<file path="config.mk">
export PLATFORM = sky130hd
export DESIGN_NAME = axi_lite_lsu_master
export DESIGN_NICKNAME = d
export VERILOG_FILES = /design/src/rtl/axi_lite_pkg.sv /design/src/rtl/axi_lite_lsu_master.sv
export SDC_FILE = /design/constraint.sdc
export NUM_CORES = 1
export LEC_CHECK = 0
export ABC_AREA = 0
export CORE_AREA = 8 8 106 146
export CTS_CLUSTER_DIAMETER = 30
export DETAILED_ROUTE_END_ITERATION = 12
export DIE_AREA = 0 0 114 154
export GPL_ROUTABILITY_DRIVEN = 0
export PLACE_DENSITY = 0.81
export REMOVE_ABC_BUFFERS = 1
export SLEW_MARGIN = 25
export SYNTH_ARGS = -nofsm -noshare
export SYNTH_HDL_FRONTEND = slang
export SYNTH_SLANG_ARGS = --single-unit
</file>
<file path="constraint.sdc">
create_clock -name aclk -period 1.3 [get_ports aclk]
set_input_delay 0.195 -clock aclk [delete_from_list [all_inputs] [get_ports aclk]]
set_output_delay 0.195 -clock aclk [all_outputs]
set_load 0.01 [all_outputs]
</file>
<file path="src/rtl/axi_lite_pkg.sv">
// Shared constants and types for the AXI4-lite load/store master.
package axi_lite_pkg;

  localparam int DEFAULT_ADDR_W = 32;
  localparam int DEFAULT_DATA_W = 32;

  localparam logic [1:0] RESP_OKAY   = 2'b00;
  localparam logic [1:0] RESP_SLVERR = 2'b10;

  typedef enum logic [1:0] {IDLE, RD, WR, RESP} state_t;

endpackage

</file>
<file path="src/rtl/axi_lite_lsu_master.sv">
// AXI4-lite initiator turning single-outstanding core loads/stores into AXI4-lite transactions.
// Optional watchdog with sticky timeout_flag output: define AXI_LITE_LSU_TIMEOUT_EN.
module axi_lite_lsu_master
  import axi_lite_pkg::*;
#(
  parameter int ADDR_W         = DEFAULT_ADDR_W,
  parameter int DATA_W         = DEFAULT_DATA_W,
  parameter int TIMEOUT_CYCLES = 255
) (
  input  logic              aclk,
  input  logic              aresetn,
  input  logic              req_valid,
  output logic              req_ready,
  input  logic              req_we,
  input  logic [ADDR_W-1:0] req_addr,
  input  logic [DATA_W-1:0] req_wdata,
  input  logic [7:0]        req_wstrb,
  output logic              resp_valid,
  output logic [DATA_W-1:0] resp_rdata,
  output logic              resp_err,
`ifdef AXI_LITE_LSU_TIMEOUT_EN
  output logic              timeout_flag,
`endif
  output logic              awvalid,
  input  logic              awready,
  output logic [ADDR_W-1:0] awaddr,
  output logic              wvalid,
  input  logic              wready,
  output logic [DATA_W-1:0] wdata,
  output logic [7:0]        wstrb,
  input  logic              bvalid,
  output logic              bready,
  input  logic [1:0]        bresp,
  output logic              arvalid,
  input  logic              arready,
  output logic [ADDR_W-1:0] araddr,
  input  logic              rvalid,
  output logic              rready,
  input  logic [DATA_W-1:0] rdata,
  input  logic [1:0]        rresp
);

  state_t            state_reg, state_next;
  logic              req_ready_reg;
  logic [ADDR_W-1:0] addr_reg;
  logic [DATA_W-1:0] wdata_reg, data_reg;
  logic [3:0]        strb_reg;
  logic              err_reg, aw_done_reg, w_done_reg, ar_done_reg;
  logic              accept, rd_done, wr_done, timeout_hit;
  logic              unused_bits;

  assign unused_bits = ^{req_wstrb[7:4], rresp[0], bresp[0], (TIMEOUT_CYCLES != 0)};

  // rready/bready are held for the whole RD/WR state, so the responder's valid alone completes it.
  assign accept  = (state_reg == IDLE) && req_ready_reg && req_valid;
  assign rd_done = (state_reg == RD) && rvalid;
  assign wr_done = (state_reg == WR) && bvalid;

`ifdef AXI_LITE_LSU_TIMEOUT_EN
  logic [31:0] count_reg;
  logic        timeout_flag_reg;

  assign timeout_hit = ((state_reg == RD) || (state_reg == WR)) && !rd_done && !wr_done &&
                       (count_reg == 32'(TIMEOUT_CYCLES - 1));
  assign timeout_flag = timeout_flag_reg;

  always_ff @(posedge aclk or negedge aresetn) begin
    if (!aresetn) begin
      count_reg        <= '0;
      timeout_flag_reg <= 1'b0;
    end else begin
      if (accept)
        count_reg <= '0;
      else if ((state_reg == RD) || (state_reg == WR))
        count_reg <= count_reg + 32'd1;
      if (timeout_hit)
        timeout_flag_reg <= 1'b1;
    end
  end
`else
  assign timeout_hit = 1'b0;
`endif

  always_ff @(posedge aclk or negedge aresetn) begin
    if (!aresetn) state_reg <= IDLE;
    else          state_reg <= state_next;
  end

  always_comb begin
    state_next = state_reg;
    case (state_reg)
      IDLE:    if (accept) state_next = req_we ? WR : RD;
      RD:      if (rd_done || timeout_hit) state_next = RESP;
      WR:      if (wr_done || timeout_hit) state_next = RESP;
      default: state_next = IDLE;
    endcase
  end

  // Request latch, per-channel handshake flags and captured response.
  always_ff @(posedge aclk or negedge aresetn) begin
    if (!aresetn) begin
      req_ready_reg <= 1'b0;
      addr_reg      <= '0;
      wdata_reg     <= '0;
      strb_reg      <= '0;
      data_reg      <= '0;
      err_reg       <= 1'b0;
      aw_done_reg   <= 1'b0;
      w_done_reg    <= 1'b0;
      ar_done_reg   <= 1'b0;
    end else begin
      req_ready_reg <= (state_next == IDLE);
      if (accept) begin
        addr_reg    <= req_addr;
        wdata_reg   <= req_wdata;
        strb_reg    <= req_wstrb[3:0];
        aw_done_reg <= 1'b0;
        w_done_reg  <= 1'b0;
        ar_done_reg <= 1'b0;
      end
      if (arvalid && arready) ar_done_reg <= 1'b1;
      if (awvalid && awready) aw_done_reg <= 1'b1;
      if (wvalid && wready)   w_done_reg  <= 1'b1;
      if (rd_done) begin
        data_reg <= rdata;
        err_reg  <= rresp[1];
      end else if (wr_done) begin
        data_reg <= '0;
        err_reg  <= bresp[1];
      end else if (timeout_hit) begin
        data_reg <= '0;
        err_reg  <= RESP_SLVERR[1];
      end
    end
  end

  always_comb begin
    req_ready  = req_ready_reg;
    arvalid    = (state_reg == RD) && !ar_done_reg;
    rready     = (state_reg == RD);
    awvalid    = (state_reg == WR) && !aw_done_reg;
    wvalid     = (state_reg == WR) && !w_done_reg;
    bready     = (state_reg == WR);
    araddr     = addr_reg;
    awaddr     = addr_reg;
    wdata      = wdata_reg;
    wstrb      = {4'h0, strb_reg};
    resp_valid = (state_reg == RESP);
    resp_rdata = resp_valid ? data_reg : '0;
    resp_err   = resp_valid && err_reg;
  end

endmodule
</file>
==> results of run 1 <==
-- Yosys cell counts --
library cell  count
o21ai_0           1
buf_6             4
and2b_1           1
mux2_1            6
a21oi_4           1
nand2b_1          1
clkbuf_1          8
o21ba_2           1
a21o_1            1
mux2_2           62
nor2b_1           1
nor2_1            4
a31oi_1           1
buf_4            43
and3_1           33
conb_1            1
inv_1             3
nand2_1           4
dfrtp_1         107
a221oi_1          1
and3b_1           1
nor3_4            1
o21bai_1          1
a22o_1           32
mux2i_1           3
buf_2             3
nand3b_1          1
and2_1            1
-- power by group through the flow --
stage          registers (mW)  clock network (mW)  logic [mW]
6_report                 5.87                2.73        9.91
5_1_grt                  6.04                2.97        10.5
4_1_cts                  5.81                2.82        8.77
3_5_place_dp             5.90                   0        8.69
3_3_place_gp             5.81                   0        8.44
2_1_floorplan            6.69                   0        2.36
-- routing by layer --
metal | share of wire [%] | track usage, % | up-vias
met4 | 3.1 | 7.19 | 0
met2 | 54 | 31.5 | 182
met3 | 7.3 | 5.33 | 25
li1 | - | - | 1670
met5 | 0 | 0 | -
met1 | 36 | 16.4 | 1825
-- critical path: stages (launching register included) --
cell and delay (ns):
dfrtp_2 0.41, buf_6 0.12, buf_8 0.11, nor3_4 0.20
buf_12 0.15, buf_12 0.15, clkbuf_16 0.16, mux2_4 0.30
-- cell families (layout without fill, tap and decap cells) --
kind of cell    Yosys count  in the layout  share of synthesized area (%)
flops                   107            107                           59.0
mux                      71             71                           17.5
buf+inv                  61            333                           9.35
simple gates             48             48                           6.51
compound gates           39             40                           7.53
other cells               1              4                         0.0826
-- area by class of cell --
| type | count | area share [%] |
|---|---|---|
| Clock buffer | 9 | 2.74 |
| Clock inverter | 7 | 0.897 |
| Inverter | 3 | 0.167 |
| Multi-Input combinational cell | 163 | 21.7 |
| Sequential cell | 107 | 32.6 |
| Tap cell | 182 | 2.77 |
| Timing Repair Buffer | 314 | 39.2 |
-- metrics by stage --
stage	area (um2)	total power, mW
after floorplan	4140	9.05
after global placement	7140	14.2
after CTS	7740	17.4
after global routing	8230	19.5
final	8230	18.5
after detailed placement	7140	14.6
-- what timing repair did --
item,in CTS,in global routing
pin swaps,2,1
hold buffers,1,0
gates cloned,6,8
buffers inserted,16,7
setup endpoints to repair,244,145
resized for setup,312,87
endpoints found under the hold margin,107,0
-- how the worst max path moves through the flow --
stage / startpoint / depth (start not counted) / end
floorplan: state_reg[1] / 2 / araddr[10]
global placement: state_reg[1] / 3 / arvalid
detailed placement: rvalid / 4 / err_reg
CTS: state_reg[1] / 6 / araddr[12]
global route: state_reg[1] / 7 / araddr[23]
finish: state_reg[1] / 7 / araddr[23]
==> results.toml, run 1 <==
[floorplanning]
start_util_pct = 34.2
die_area_mm2 = 0.0176
die_w_um = 114
die_h_um = 154
core-area_mm2 = 0.0133
rows = 50
pin_count = 261

[pwr]
power.density_mw_per_mm2 = 2250
p_int_mw = 12.3
leakage_nw = 3.99
pwr-share-seq_pct = 31.7
p_sw_mw = 6.19
comb_power_share_pct = 53.5
switching_share_pct = 33.5
p_clk_share_pct = 14.8
max-vdd-ir-drop_v = 0.00101

[timing]
timing.fmax_ghz = 0.579
worst_slack_ns = -0.427
setup_tns_ns = -47.76
setup_violations = 146
finalCritPeriodShare_pct = 133
final_hold_viol_count = 0
fin_crit_ns = 1.73
worst_clock_skew_ns = 0.00843
rsz0062_at_grt = "true"
slew_violations = 0
hold_slack_ns = 0.395

[finish]
syn2layout_area_growth_pct = 81.4
nets = 715
multi_input_area_mm2 = 0.00179
drive_above_1_share_pct = 35.2
fill_cells = 1009
diodes = 0
final_util_pct = 62.1
finalNonFillerCells = 785
final_cell_mix = "clkdlybuf4s50_1, dfrtp_1, dlygate4sd2_1, mux2_4, a22o_1"
layout_commonest_cell = "clkdlybuf4s50_1"
seqCellArea_mm2 = 0.00268

[yosys]
seq_area_frac_synth_pct = 59.0
synthTopCellsByArea = "dfrtp_1, mux2_2, buf_4, a22o_1, and3_1"
synth_top_area_share_pct = 59.0
ys_types = 28
yosys.area.top_type = "dfrtp_1"
yosys_warnings = 0
synthCells = 327
synth_area_mm2 = 0.00454
syn_area_per_cell_um2 = 13.9
ys_ff_latch = 107

[min_path]
min_path_type = "input pin to async pin"

[flow_run]
maxCapViolations = 0

[worst_setup_path]
crit_fanout = 7
rr_endpoint = "araddr[23]"
r2r_cells = 7
critical_path_class = "flip-flop to flip-flop"
reg2reg_from = "state_reg[1]"
critPathArrivalTime_ns = 1.95
rrSetupSlack_ns = -0.43
crit_required_ns = 1.53
cp-end-kind = "flip-flop"
start_kind = "flip-flop"

[outcome]
status = "finished, violations left"
violations = "setup timing"

[global_routing]
overflow = 0
grt_pass1_vias = 3998
grt_max_degree = 61
grt_pass1_wl_um = 22700
grt_usage_pct = 16.9
grt_antenna_before_repair = 0

[route]
detail_route.wl_per_cell_um = 21.0
dr.pass1.iters = 4
dr_total_vias = 3702
via_per_inst = 4.72
drt_iter0_markers = 180
wl_um = 16500
drc = 0
ant_nets = 0

[placed_design]
hpwl_um = 11400
dpl_worst_slack_ns = -0.570
io_buffers = 250
dp_cells = 733

[clocking]
clk_path_buf_depth = 2
path_clk_slew_ns = 0.08
htreeDepth = 3
numCtsBuffers = 9
ctsRootBufferMaster = "clkbuf_16"
cts_tree = "done"
clk-insertion-delay-late_ns = 0.34
clock_sinks = 107
No activity file was read; power rests on OpenSTA's default activity.
==> run 2: changes to the inputs <==
--- a/config.mk
+++ b/config.mk
@@ -5,13 +5,12 @@
 export SDC_FILE = /design/constraint.sdc
 export NUM_CORES = 1
 export LEC_CHECK = 0
-export ABC_AREA = 0
-export CORE_AREA = 8 8 106 146
+export CORE_AREA = 8 8 113 136
 export CTS_CLUSTER_DIAMETER = 30
 export DETAILED_ROUTE_END_ITERATION = 12
-export DIE_AREA = 0 0 114 154
+export DIE_AREA = 0 0 121 144
 export GPL_ROUTABILITY_DRIVEN = 0
-export PLACE_DENSITY = 0.81
+export PLACE_DENSITY = 0.82
 export REMOVE_ABC_BUFFERS = 1
 export SLEW_MARGIN = 25
 export SYNTH_ARGS = -nofsm -noshare
==> results.toml, run 2 (synthesized netlist as in run 1, its figures left out) <==
[clocking]
path_clk_slew_ns = 0.07
htreeDepth = 3
numCtsBuffers = 9
clock_sinks = 107
cts_tree = "done"
clk_path_buf_depth = 2
clk-insertion-delay-late_ns = 0.34
ctsRootBufferMaster = "clkbuf_16"

[finish]
drive_above_1_share_pct = 36.7
layout_commonest_cell = "clkdlybuf4s50_1"
nets = 715
diodes = 0
syn2layout_area_growth_pct = 80.9
final_cell_mix = "clkdlybuf4s50_1, dfrtp_1, dlygate4sd2_1, buf_6, mux2_4"

[pwr]
max-vdd-ir-drop_v = 0.00111
comb_power_share_pct = 53.0
p_clk_share_pct = 15.0
p_int_mw = 12.3
leakage_nw = 3.93
p_sw_mw = 6.24
pwr-share-seq_pct = 31.9
power.density_mw_per_mm2 = 2260
p_total_mw = 18.5
switching_share_pct = 33.7

[route]
dr_wl_met3_um = 1690
detail_route.wl_per_cell_um = 21.6
met2_wirelength_um = 8370
ant_nets = 0
wl_um = 16700
highest_layer = "met4"
drc = 0
drt-met1-wl_um = 6340
via_per_inst = 4.91
dr.pass1.iters = 4
drt_iter0_markers = 170
dr_total_vias = 3804

[worst_setup_path]
start_kind = "flip-flop"
critical_path_class = "flip-flop to flip-flop"
rrSetupSlack_ns = -0.42
cp-end-kind = "flip-flop"
crit_fanout = 20
crit_required_ns = 1.51
critPathArrivalTime_ns = 1.93

[floorplanning]
rows = 47
core-area_mm2 = 0.0133
die_area_mm2 = 0.0174
die_h_um = 144
die_w_um = 121
pin_count = 261
start_util_pct = 34.0

[timing]
fin_crit_ns = 1.72
worst_clock_skew_ns = 0.0115
setup_violations = 146
worst_slack_ns = -0.416
rsz0062_at_grt = "true"
final_hold_viol_count = 0
slew_violations = 0
finalCritPeriodShare_pct = 132
timing.fmax_ghz = 0.583

[global_routing]
grt_max_degree = 37
grt_usage_pct = 18.4
grt_antenna_before_repair = 0
grt_pass1_vias = 4230
overflow = 0
grt_pass1_wl_um = 24800

[outcome]
status = "finished, violations left"
violations = "setup timing"

[placed_design]
dpl_worst_slack_ns = -0.574
io_buffers = 250
hpwl_um = 11200

[min_path]
min_path_type = "input pin to async pin"

[flow_run]
maxCapViolations = 0
run 2: cell count changes in the layout (fill, tap and decap cells not counted), moves of 8 or more:
cell / previous run / this run
mux2_4: 60 / 43
mux2_2: 7 / 24
buf_6: 27 / 51
buf_4: 25 / 17
buf_8: 12 / 3
run 2: timing repair:
action / CTS / global route
hold buffers: 1 / 0
setup buffers: 30 / 5
endpoints found under the setup margin: 245 / 146
gates resized for setup: 372 / 38
cloned: 8 / 1
pin swaps: 10 / 6
endpoints found under the hold margin: 18 / 0
run 2: area by class of cell:
type                    instances  area, um2
clock inverters                 5       60.1
multi-input cells             163       1780
inverters                       3       13.8
well taps                     171        214
clock buffers                  11        253
flip-flops and latches        107       2680
fillers                      1017       5140
repair buffers                314       3210
run 2: worst paths after layout:
path,start,to,depth (start not counted)
setup reg to reg,state_reg[1],araddr[19],6
setup / recovery,state_reg[1],araddr[19],6
max in group asynchronous,aresetn,state_reg[1],3
min in group aclk,wready,w_done_reg,3
hold reg to reg,w_done_reg,w_done_reg,1
hold / removal,aresetn,araddr[27],2
run 2: worst max-delay path, stage by stage (launching register included):
cell	delay [ns]
dfrtp_2	0.44
buf_6	0.13
buf_6	0.11
nor3_4	0.19
buf_6	0.18
buf_12	0.17
mux2_2	0.35
run 2: stage by stage:
stage	instance area [um2]	hold WS [ns]	instances	utilization [%]	setup TNS (ns)
finish	8210	0.309	774	61.5	-48.78
global route	8210	0.337	774	61.5	-56.85
CTS	8020	0.313	772	60.1	-50.87
detailed placement	7100	0.122	718	53.2	-63.22
global placement	7100	0.118	718	53.2	-58.69
floorplan	4140	-0.101	272	-	-150.16
run 2: power by group through the flow:
stage / registers, mW / logic [mW] / clock network, mW
2_1_floorplan: 6.69 / 2.36 / 0
3_3_place_gp: 5.84 / 8.43 / 0
3_5_place_dp: 5.94 / 8.64 / 0
4_1_cts: 5.88 / 9.43 / 2.85
5_1_grt: 6.12 / 10.4 / 3.00
6_report: 5.92 / 9.83 / 2.78
run 2: metal layers:
layer | up-vias | global-route usage [%]
met3 | 25 | 6.68
met5 | - | 0
met4 | 0 | 4.74
met1 | 1892 | 20.5
met2 | 220 | 32.4
li1 | 1667 | -
==> run 3: changes to the inputs <==
--- a/config.mk
+++ b/config.mk
@@ -12,6 +12,7 @@
 export GPL_ROUTABILITY_DRIVEN = 0
 export PLACE_DENSITY = 0.82
 export REMOVE_ABC_BUFFERS = 1
+export SKIP_LAST_GASP = 1
 export SLEW_MARGIN = 25
 export SYNTH_ARGS = -nofsm -noshare
 export SYNTH_HDL_FRONTEND = slang
==> results.toml, run 3 (synthesized netlist as in run 1, its figures left out) <==
[route]
dr_total_vias = 3829
detail_route.wl_per_cell_um = 21.5
drt_iter0_markers = 144
drc = 0
dr.pass1.iters = 4
ant_nets = 0
via_per_inst = 4.92
wl_um = 16800

[finish]
nets = 720
syn2layout_area_growth_pct = 82.1
design_area_mm2 = 0.00826
diodes = 0
drive_above_1_share_pct = 37.5
fill_cells = 1007
final_cell_mix = "clkdlybuf4s50_1, dfrtp_1, dlygate4sd2_1, buf_6, mux2_2"
layout_commonest_cell = "clkdlybuf4s50_1"

[clocking]
clk_path_buf_depth = 2
numCtsBuffers = 9
htreeDepth = 3
ctsRootBufferMaster = "clkbuf_16"
clock_sinks = 107
clk-insertion-delay-late_ns = 0.34
cts_tree = "done"
path_clk_slew_ns = 0.08

[global_routing]
overflow = 0
grt_pass1_vias = 4247
grt_max_degree = 37
grt_pass1_wl_um = 24400
grt_antenna_before_repair = 0
grt_usage_pct = 18.1

[floorplanning]
die_w_um = 121
die_h_um = 144
pin_count = 261
rows = 47
die_area_mm2 = 0.0174
core-area_mm2 = 0.0133
start_util_pct = 34.0

[pwr]
max-vdd-ir-drop_v = 0.00101
pwr-share-seq_pct = 31.7
p_clk_share_pct = 15.0
switching_share_pct = 33.8
p_int_mw = 12.3
p_sw_mw = 6.29
leakage_nw = 3.91
comb_power_share_pct = 53.2
power.density_mw_per_mm2 = 2250

[timing]
fin_crit_ns = 1.75
slew_violations = 0
finalCritPeriodShare_pct = 135
final_hold_viol_count = 0
rsz0062_at_grt = "true"
worst_clock_skew_ns = 0.0143
setup_violations = 146
worst_slack_ns = -0.454
setup_tns_ns = -53.42
timing.fmax_ghz = 0.570

[placed_design]
place_area_mm2 = 0.00710
io_buffers = 250
hpwl_um = 11200

[worst_setup_path]
crit_fanout = 9
cp-end-kind = "flip-flop"
crit_required_ns = 1.52
critPathArrivalTime_ns = 1.98
critical_path_class = "flip-flop to flip-flop"
start_kind = "flip-flop"

[min_path]
min_path_type = "input pin to async pin"

[outcome]
status = "finished, violations left"
violations = "setup timing"

[flow_run]
maxCapViolations = 0
## run 3: path summary, 6_finish.rpt
kind / endpoint / cells past startpoint / from / slack [ns]
setup / recovery: data_reg[16] / 8 / state_reg[1] / -0.45
setup reg to reg: data_reg[16] / 8 / state_reg[1] / -0.45
max in group asynchronous: wdata[12] / 3 / aresetn / 0.48
min in group aclk: w_done_reg / 3 / wready / 0.43
hold / removal: araddr[27] / 2 / aresetn / 0.31
hold reg to reg: wdata[30] / 1 / wdata[30] / 0.48
## run 3: through the flow
step	hold WS, ns	util [%]	cells	power, mW	worst slack, ns
after floorplan	-0.101	-	272	9.05	-1.69
after global placement	0.118	53.2	718	14.3	-0.528
after detailed placement	0.122	53.2	718	14.6	-0.574
after CTS	0.313	59.1	772	17.7	-0.416
after global routing	0.339	61.9	779	19.6	-0.495
final	0.310	61.9	779	18.6	-0.454
## run 3: critical path, stage by stage, from the launching register on
cell and delay (ns):
dfrtp_2 0.44, buf_4 0.14, buf_4 0.13, buf_6 0.12, and3b_2 0.26, buf_6 0.12
a21oi_4 0.05, buf_12 0.16, a22o_1 0.21
## run 3: area by class of cell
cell class / instances / area (um2) / share of cell area, %
Clock buffer: 11 / 253 / 3.06
Clock inverter: 5 / 60.1 / 0.727
Inverter: 3 / 13.8 / 0.167
Multi-Input combinational cell: 163 / 1720 / 20.9
Sequential cell: 107 / 2680 / 32.4
Tap cell: 171 / 214 / 2.59
Timing Repair Buffer: 319 / 3320 / 40.2
## run 3: power groups by stage
stage / combinational [mW] / sequential (mW) / clock [mW]
after global routing: 10.5 / 6.10 / 3.00
final: 9.91 / 5.90 / 2.79
after floorplan: 2.36 / 6.69 / 0
after detailed placement: 8.64 / 5.94 / 0
after global placement: 8.43 / 5.84 / 0
after CTS: 9.03 / 5.86 / 2.85
## run 3: what timing repair did
action | 4_1_cts | 5_1_grt
setup buffers | 30 | 6
gates resized for setup | 339 | 70
hold buffers | 1 | 0
pin swaps | 5 | 6
endpoints found under the setup margin | 245 | 146
hold endpoints to repair | 18 | 0
gates cloned | 8 | 4
## run 3: metal layers
| metal | up-vias | wire (um) | global-route usage [%] |
|---|---|---|---|
| met1 | 1892 | 6210 | 19.6 |
| met5 | - | 0 | 0 |
| li1 | 1680 | - | - |
| met2 | 233 | 8460 | 31.7 |
| met3 | 24 | 1750 | 6.68 |
| met4 | 0 | 339 | 6.52 |
